### src/rtl/ofm_compare_engine.sv
`default_nettype none
// ============================================================================
//  Module   : ofm_compare_engine
//  Purpose  : Scans an output-feature-map (OFM) RAM against a golden RAM,
//             LANES words per cycle, and reports how many words differ and
//             the address of the lowest failing word.
//  Revision : 1.0 - initial release
// ----------------------------------------------------------------------------
//  Ports
//    clk, rst          : clock, synchronous active-high reset
//    start             : one-cycle scan request (ignored while busy)
//    ofm_size          : OFM height/width (square)
//    num_filter        : OFM channel count
//    stop_on_fail      : abort at the first failing group
//    rd_en, rd_addr    : read strobe / lane-0 word address to both RAMs
//    rtl_data          : OFM words, lane k at [k*DATA_WIDTH +: DATA_WIDTH]
//    gold_data         : golden words, same layout as rtl_data
//    busy, done, pass  : scan status; pass held until the next start
//    mismatch_count    : saturating count of failing lanes
//    first_fail_addr   : address of the lowest failing word
//    tolerance         : (OFM_CMP_TOLERANCE_EN only) max |rtl - gold|
//  Configuration
//    OFM_CMP_TOLERANCE_EN : when defined, lanes compare as signed values
//                           within 'tolerance'; otherwise exact equality.
// ============================================================================
module ofm_compare_engine #(
    parameter int DATA_WIDTH = 16,
    parameter int LANES      = 16,
    parameter int ADDR_WIDTH = 20,
    parameter int RD_LATENCY = 1
) (
    input  logic                          clk,
    input  logic                          rst,
    input  logic                          start,
    input  logic [8:0]                    ofm_size,
    input  logic [10:0]                   num_filter,
    input  logic                          stop_on_fail,
`ifdef OFM_CMP_TOLERANCE_EN
    input  logic [DATA_WIDTH-1:0]         tolerance,
`endif
    output logic                          rd_en,
    output logic [ADDR_WIDTH-1:0]         rd_addr,
    input  logic [LANES*DATA_WIDTH-1:0]   rtl_data,
    input  logic [LANES*DATA_WIDTH-1:0]   gold_data,
    output logic                          busy,
    output logic                          done,
    output logic                          pass,
    output logic [31:0]                   mismatch_count,
    output logic [ADDR_WIDTH-1:0]         first_fail_addr
);

    localparam int CNT_W = $clog2(LANES + 1);
    localparam logic [ADDR_WIDTH-1:0] C_LANES_ADDR = ADDR_WIDTH'(LANES);

    typedef enum logic [2:0] {
        S_IDLE   = 3'd0,
        S_CALC   = 3'd1,
        S_READ   = 3'd2,
        S_DRAIN  = 3'd3,
        S_FINISH = 3'd4
    } state_t;

    state_t                 state_q;
    logic [8:0]             size_q;
    logic [10:0]            nfilt_q;
    logic                   stop_q;
    logic [31:0]            total_q;
    logic [31:0]            groups_q;
    logic [31:0]            issued_q;      // groups already requested
    logic                   rd_en_q;
    logic [ADDR_WIDTH-1:0]  rd_addr_q;
    logic [RD_LATENCY-1:0]  vld_q;         // read-valid delay line
    logic [ADDR_WIDTH-1:0]  addr_dly_q [RD_LATENCY];
    logic                   busy_q;
    logic                   done_q;
    logic                   pass_q;
    logic                   found_q;       // first failure already captured
    logic [31:0]            mm_cnt_q;
    logic [ADDR_WIDTH-1:0]  ffa_q;

    // ------------------------------------------------------------------
    // Scan geometry (from the values latched at start)
    // ------------------------------------------------------------------
    logic [31:0] w_total;
    logic [31:0] w_groups;

    assign w_total  = 32'(size_q) * 32'(size_q) * 32'(nfilt_q);
    assign w_groups = (w_total + 32'(LANES - 1)) / 32'(LANES);

    // ------------------------------------------------------------------
    // Lane comparison on the group whose data returns this cycle
    // ------------------------------------------------------------------
    logic                   w_cmp_vld;
    logic [ADDR_WIDTH-1:0]  w_cmp_addr;
    logic [LANES-1:0]       w_lane_fail;

    assign w_cmp_vld  = vld_q[RD_LATENCY-1];
    assign w_cmp_addr = addr_dly_q[RD_LATENCY-1];

    for (genvar k = 0; k < LANES; k++) begin : g_lane
        logic [DATA_WIDTH-1:0] w_rtl;
        logic [DATA_WIDTH-1:0] w_gold;
        logic [31:0]           w_addr;
        logic                  w_bad;

        assign w_rtl  = rtl_data[k*DATA_WIDTH +: DATA_WIDTH];
        assign w_gold = gold_data[k*DATA_WIDTH +: DATA_WIDTH];
        assign w_addr = 32'(w_cmp_addr) + 32'(k);

`ifdef OFM_CMP_TOLERANCE_EN
        // One extra bit keeps the signed difference and its magnitude exact.
        logic signed [DATA_WIDTH:0] w_diff;
        logic        [DATA_WIDTH:0] w_abs;
        assign w_diff = $signed({w_rtl[DATA_WIDTH-1], w_rtl})
                      - $signed({w_gold[DATA_WIDTH-1], w_gold});
        assign w_abs  = w_diff[DATA_WIDTH] ? $unsigned(-w_diff) : $unsigned(w_diff);
        assign w_bad  = w_abs > {1'b0, tolerance};
`else
        assign w_bad  = (w_rtl != w_gold);
`endif

        // Lanes past the end of the map belong to the padded last group.
        assign w_lane_fail[k] = w_bad && (w_addr < total_q);
    end

    logic [CNT_W-1:0]       w_fail_cnt;
    logic [ADDR_WIDTH-1:0]  w_fail_idx;
    logic [ADDR_WIDTH-1:0]  w_fail_addr;
    logic                   w_grp_fail;
    logic [32:0]            w_mm_sum;

    // Descending scan so the lowest failing lane is the one left in w_fail_idx.
    always_comb begin
        w_fail_cnt = '0;
        w_fail_idx = '0;
        for (int k = LANES - 1; k >= 0; k--) begin
            w_fail_cnt = w_fail_cnt + CNT_W'(w_lane_fail[k]);
            if (w_lane_fail[k]) begin
                w_fail_idx = ADDR_WIDTH'(k);
            end
        end
    end

    assign w_fail_addr = w_cmp_addr + w_fail_idx;
    assign w_grp_fail  = w_cmp_vld && (|w_lane_fail);
    assign w_mm_sum    = {1'b0, mm_cnt_q} + 33'(w_fail_cnt);

    // ------------------------------------------------------------------
    // Control FSM with registered outputs
    // ------------------------------------------------------------------
    always_ff @(posedge clk) begin
        if (rst) begin
            state_q   <= S_IDLE;
            size_q    <= '0;
            nfilt_q   <= '0;
            stop_q    <= 1'b0;
            total_q   <= '0;
            groups_q  <= '0;
            issued_q  <= '0;
            rd_en_q   <= 1'b0;
            rd_addr_q <= '0;
            vld_q     <= '0;
            for (int i = 0; i < RD_LATENCY; i++) begin
                addr_dly_q[i] <= '0;
            end
            busy_q    <= 1'b0;
            done_q    <= 1'b0;
            pass_q    <= 1'b0;
            found_q   <= 1'b0;
            mm_cnt_q  <= '0;
            ffa_q     <= '0;
        end else begin
            done_q <= 1'b0;

            // Delay line: tracks which cycles carry valid read data.
            vld_q         <= RD_LATENCY'({vld_q, rd_en_q});
            addr_dly_q[0] <= rd_addr_q;
            for (int i = 1; i < RD_LATENCY; i++) begin
                addr_dly_q[i] <= addr_dly_q[i-1];
            end

            case (state_q)
                S_IDLE: begin
                    if (start) begin
                        size_q   <= ofm_size;
                        nfilt_q  <= num_filter;
                        stop_q   <= stop_on_fail;
                        mm_cnt_q <= '0;
                        ffa_q    <= '0;
                        pass_q   <= 1'b0;
                        found_q  <= 1'b0;
                        busy_q   <= 1'b1;
                        state_q  <= S_CALC;
                    end
                end

                S_CALC: begin
                    total_q   <= w_total;
                    groups_q  <= w_groups;
                    rd_addr_q <= '0;
                    issued_q  <= 32'd1;
                    if (w_total == 32'd0) begin
                        done_q  <= 1'b1;
                        pass_q  <= 1'b1;
                        state_q <= S_FINISH;
                    end else begin
                        rd_en_q <= 1'b1;
                        state_q <= S_READ;
                    end
                end

                S_READ: begin
                    if (issued_q == groups_q) begin
                        rd_en_q <= 1'b0;
                        state_q <= S_DRAIN;
                    end else begin
                        rd_en_q   <= 1'b1;
                        rd_addr_q <= rd_addr_q + C_LANES_ADDR;
                        issued_q  <= issued_q + 32'd1;
                    end
                end

                S_DRAIN: begin
                    if (vld_q == '0) begin
                        done_q  <= 1'b1;
                        pass_q  <= (mm_cnt_q == 32'd0);
                        state_q <= S_FINISH;
                    end
                end

                S_FINISH: begin
                    busy_q  <= 1'b0;
                    state_q <= S_IDLE;
                end

                default: begin
                    state_q <= S_IDLE;
                end
            endcase

            // Group results; placed after the case so an abort overrides
            // the read sequencing decided above.
            if (w_grp_fail) begin
                mm_cnt_q <= w_mm_sum[32] ? 32'hFFFF_FFFF : w_mm_sum[31:0];
                if (!found_q) begin
                    found_q <= 1'b1;
                    ffa_q   <= w_fail_addr;
                end
                if (stop_q) begin
                    rd_en_q <= 1'b0;
                    vld_q   <= '0;       // discard everything still in flight
                    state_q <= S_DRAIN;
                end
            end
        end
    end

    assign rd_en           = rd_en_q;
    assign rd_addr         = rd_addr_q;
    assign busy            = busy_q;
    assign done            = done_q;
    assign pass            = pass_q;
    assign mismatch_count  = mm_cnt_q;
    assign first_fail_addr = ffa_q;

endmodule

`default_nettype wire

### config.mk
export PLATFORM = sky130hd
export DESIGN_NAME = ofm_compare_engine
export DESIGN_NICKNAME = d
export VERILOG_FILES = /design/src/rtl/ofm_compare_engine.sv
export SDC_FILE = /design/constraint.sdc
export NUM_CORES = 1
export LEC_CHECK = 0
export BUFFER_PORTS_ARGS = -buffer_cell sky130_fd_sc_hd__clkbuf_2
export CORE_AREA = 2 2 235 237
export CTS_BUF_LIST = sky130_fd_sc_hd__clkbuf_4 sky130_fd_sc_hd__clkbuf_8
export CTS_CLUSTER_SIZE = 40
export DETAILED_ROUTE_END_ITERATION = 8
export DIE_AREA = 0 0 237 239
export MAX_ROUTING_LAYER = met4
export PLACE_DENSITY = 0.73
export SETUP_SLACK_MARGIN = 0.15
export SYNTH_ARGS = -nofsm -noshare
export SYNTH_HDL_FRONTEND = slang
export SYNTH_SLANG_ARGS = --single-unit
### constraint.sdc
create_clock -name clk -period 11.85 [get_ports clk]
set_input_delay 3.555 -clock clk [delete_from_list [all_inputs] [get_ports clk]]
set_output_delay 3.555 -clock clk [all_outputs]
set_load 0.02 [all_outputs]
==> run metrics <==
fin area 28170 µm²; Initial Utilization 43.69%; Final nets 4329; root buffer cell clkbuf_8; Clock Pin Slew Worst Setup and Hold Paths 70 ps; hold path cells 2; Post-Syn Area 23740 µm²; gpl congestion 1.149; share of cells above drive strength 1 21.87%; skew final 43.15 ps; Final Critical Period 11040 ps; Post CTS Setup Buffer Count 0; hold-fix buffers at CTS 0; Max Cap Viol 0; Max clock buf depth 3; Synth Flop Type dfxtp_1; P_leak 12.97 nW; Async SR Flop Fraction 0%; Starting DRT DRC Count 2772; Buf/Inv on CP 7; RSZ-0062 raised after global routing false; final hold vios 0; Ys Warns 0; Worst Hold End total_q[4]$_SDFFE_PP0P_; Die Y 239 µm; gr ovfl total 0; pwr dens 160.6 nW/µm²; Hold WS 454.8 ps; post-detailed-placement half-perimeter wirelength 92170 µm; depth of the CTS H-tree 2; post-synth top area share 16.95%; DRT antenna net count 0; WS Path Type reg2reg; CP arrival 11450 ps; die area 56640 µm²; cells after synthesis 2937; CTS tree done; ratio of final minimum period to clock period 93.19%; global-route wire length before repair 153800 µm; Slew @ Worst Pin 1341 ps; Avg Inst Size Synth 8.084 µm²; Area after DPL 27250 µm²; WL/cell 25.52 µm; number of synthesized register bits 201; number of flops mapped to enable cells by yosys 0; outcome completed; cts repair resizes 0; Relative slew margins 10.46%; crit path launch type flop; Area contributors post-synth dfxtp_1 (17%), fa_1 (15%), ha_1 (9.0%); number of global-route vias before repair 22.87k; Crit path largest cell delay 570 ps; min-delay src total_q[4]$_SDFFE_PP0P_; drt via density 5.793; CP Capture Type flop; Fill cells 5251; Seq/Total Area, Yosys 16.95%; initial antenna violation count 41; Area Growth Syn to Fin 18.64%; critical register-to-register path endpoint state_q[1]$_SDFF_PP0_; # IOs 612; DRT Pass-1 Iters 7; CP max-delay cell dfxtp_1; Data required, critical path 12260 ps; std cell rows 86; core area 54340 µm²; crit-path leading delay family adder cells; Worst Reg-to-Reg Cells 37; DR DRC count 0; worst min-delay path category reg2reg; RR Startpoint size_q[2]$_SDFFE_PP0P_; number of CTS-inserted buffers 35; synth unique cells 94; max-slew violations 0; pin count of the biggest net entering global routing 88; Synth top cells by count nand2_1 (332), inv_1 (262), xnor2_1 (206); FMAX 90.56 MHz; setup_tns 0 ps; crit path max fanout 12; VDD IR max 0.0003945 V; GR Util All Layers 38.28%; most common cell in the netlist nand2_1; Yosys top cell by area dfxtp_1; total wire length 107400 µm; IO Port Bufs 607; Crit path top cell by count fa_1; worst-skew pair later-pin latency 570 ps; chip width 237 µm; setup violators final 0; CTS sink count 201; via count 24.40k; worst reg2reg setup slack 810 ps
where the power goes:
group          leakage (nW)  switching [mW]  internal [mW]  total [mW]
clock network         0.417           0.310          0.417       0.727
logic                  10.9            1.75           1.19        2.95
registers              1.63           0.112          0.740       0.852
total                  13.0            2.18           2.35        4.52
cells in the final DEF, fill, tap and decap left out, types with 35 or more instances in the layout:
cell type    n
xor2_1     160
diode_2     37
a21oi_1    165
and3_1      39
o21ai_0     85
nor3_1      38
clkbuf_2   606
dfxtp_1    200
a211oi_1    40
nand4_1    106
nand3_1     80
nor4_1      63
and2_1     125
nor2_1     130
clkbuf_8    45
a31oi_1     35
ha_1       171
xnor2_1    205
nand2_1    331
fa_1       178
inv_1      262
tightest hold or removal path, stage by stage, from the launching register on:
cell,delay (ps)
dfxtp_1,310
nand2_1,50
a21oi_1,50
metrics by stage:
stage	total power [mW]	util (%)	worst slack [ps]	std cells
finish	4.525	51.84	807.2	4211
floorplan	2.891	-	1221	2942
CTS	4.462	51.62	455.1	4174
detailed placement	3.706	50.15	504.7	4111
global placement	3.673	50.15	831.7	4111
global route	4.876	51.81	127.5	4205
area by class of cell:
type,instances,area (µm²),share of cell area (%)
well taps,704,880.8,3.127
flip-flops and latches,201,4025,14.29
clock buffers,54,686.9,2.439
inverters,262,983.4,3.491
diodes,37,92.59,0.3287
multi-input cells,2310,18140,64.40
repair buffers,634,3243,11.51
clock inverters,9,115.1,0.4087
worst max path at each step:
stage	slack, ps	to	cells after the start	start
after floorplan	1220	groups_q[25]$_SDFFE_PP0P_	39	size_q[1]$_SDFFE_PP0P_
after global placement	830	state_q[1]$_SDFF_PP0_	36	size_q[0]$_SDFFE_PP0P_
after detailed placement	500	state_q[1]$_SDFF_PP0_	36	size_q[0]$_SDFFE_PP0P_
after CTS	460	state_q[1]$_SDFF_PP0_	36	size_q[0]$_SDFFE_PP0P_
after global routing	130	groups_q[25]$_SDFFE_PP0P_	37	size_q[1]$_SDFFE_PP0P_
final	810	state_q[1]$_SDFF_PP0_	37	size_q[2]$_SDFFE_PP0P_
sequential cells by signal, indices dropped and copies added, names as in the netlist, 3 cells and up:
name	flops
groups_q	26
addr_dly_q	16
mismatch_count	32
issued_q	32
first_fail_addr	20
state_q	3
rd_addr	16
total_q	29
nfilt_q	11
size_q	9
routing by layer:
metal	GRT usage [%]	up-vias	share of wire (%)
met5	-	-	0
met4	13.14	0	3.8
met3	10.59	217	10
met2	56.74	1292	43
met1	50.15	11790	43
li1	-	11100	-
cells by family (layout without fill, tap and decap cells):
group	after synthesis	after routing	synth area share (%)
and+or+nand+nor	1060	1060	23.35
AOI/OAI and AO/OA	513	513	14.46
buffers and inverters	431	959	6.977
xor gates and xnor gates	367	367	13.57
adders and majority gates	349	349	24.02
DFF	201	201	16.95
muxes	15	15	0.6640
other	1	43	0.01579
(Power assumes the default switching activity.)
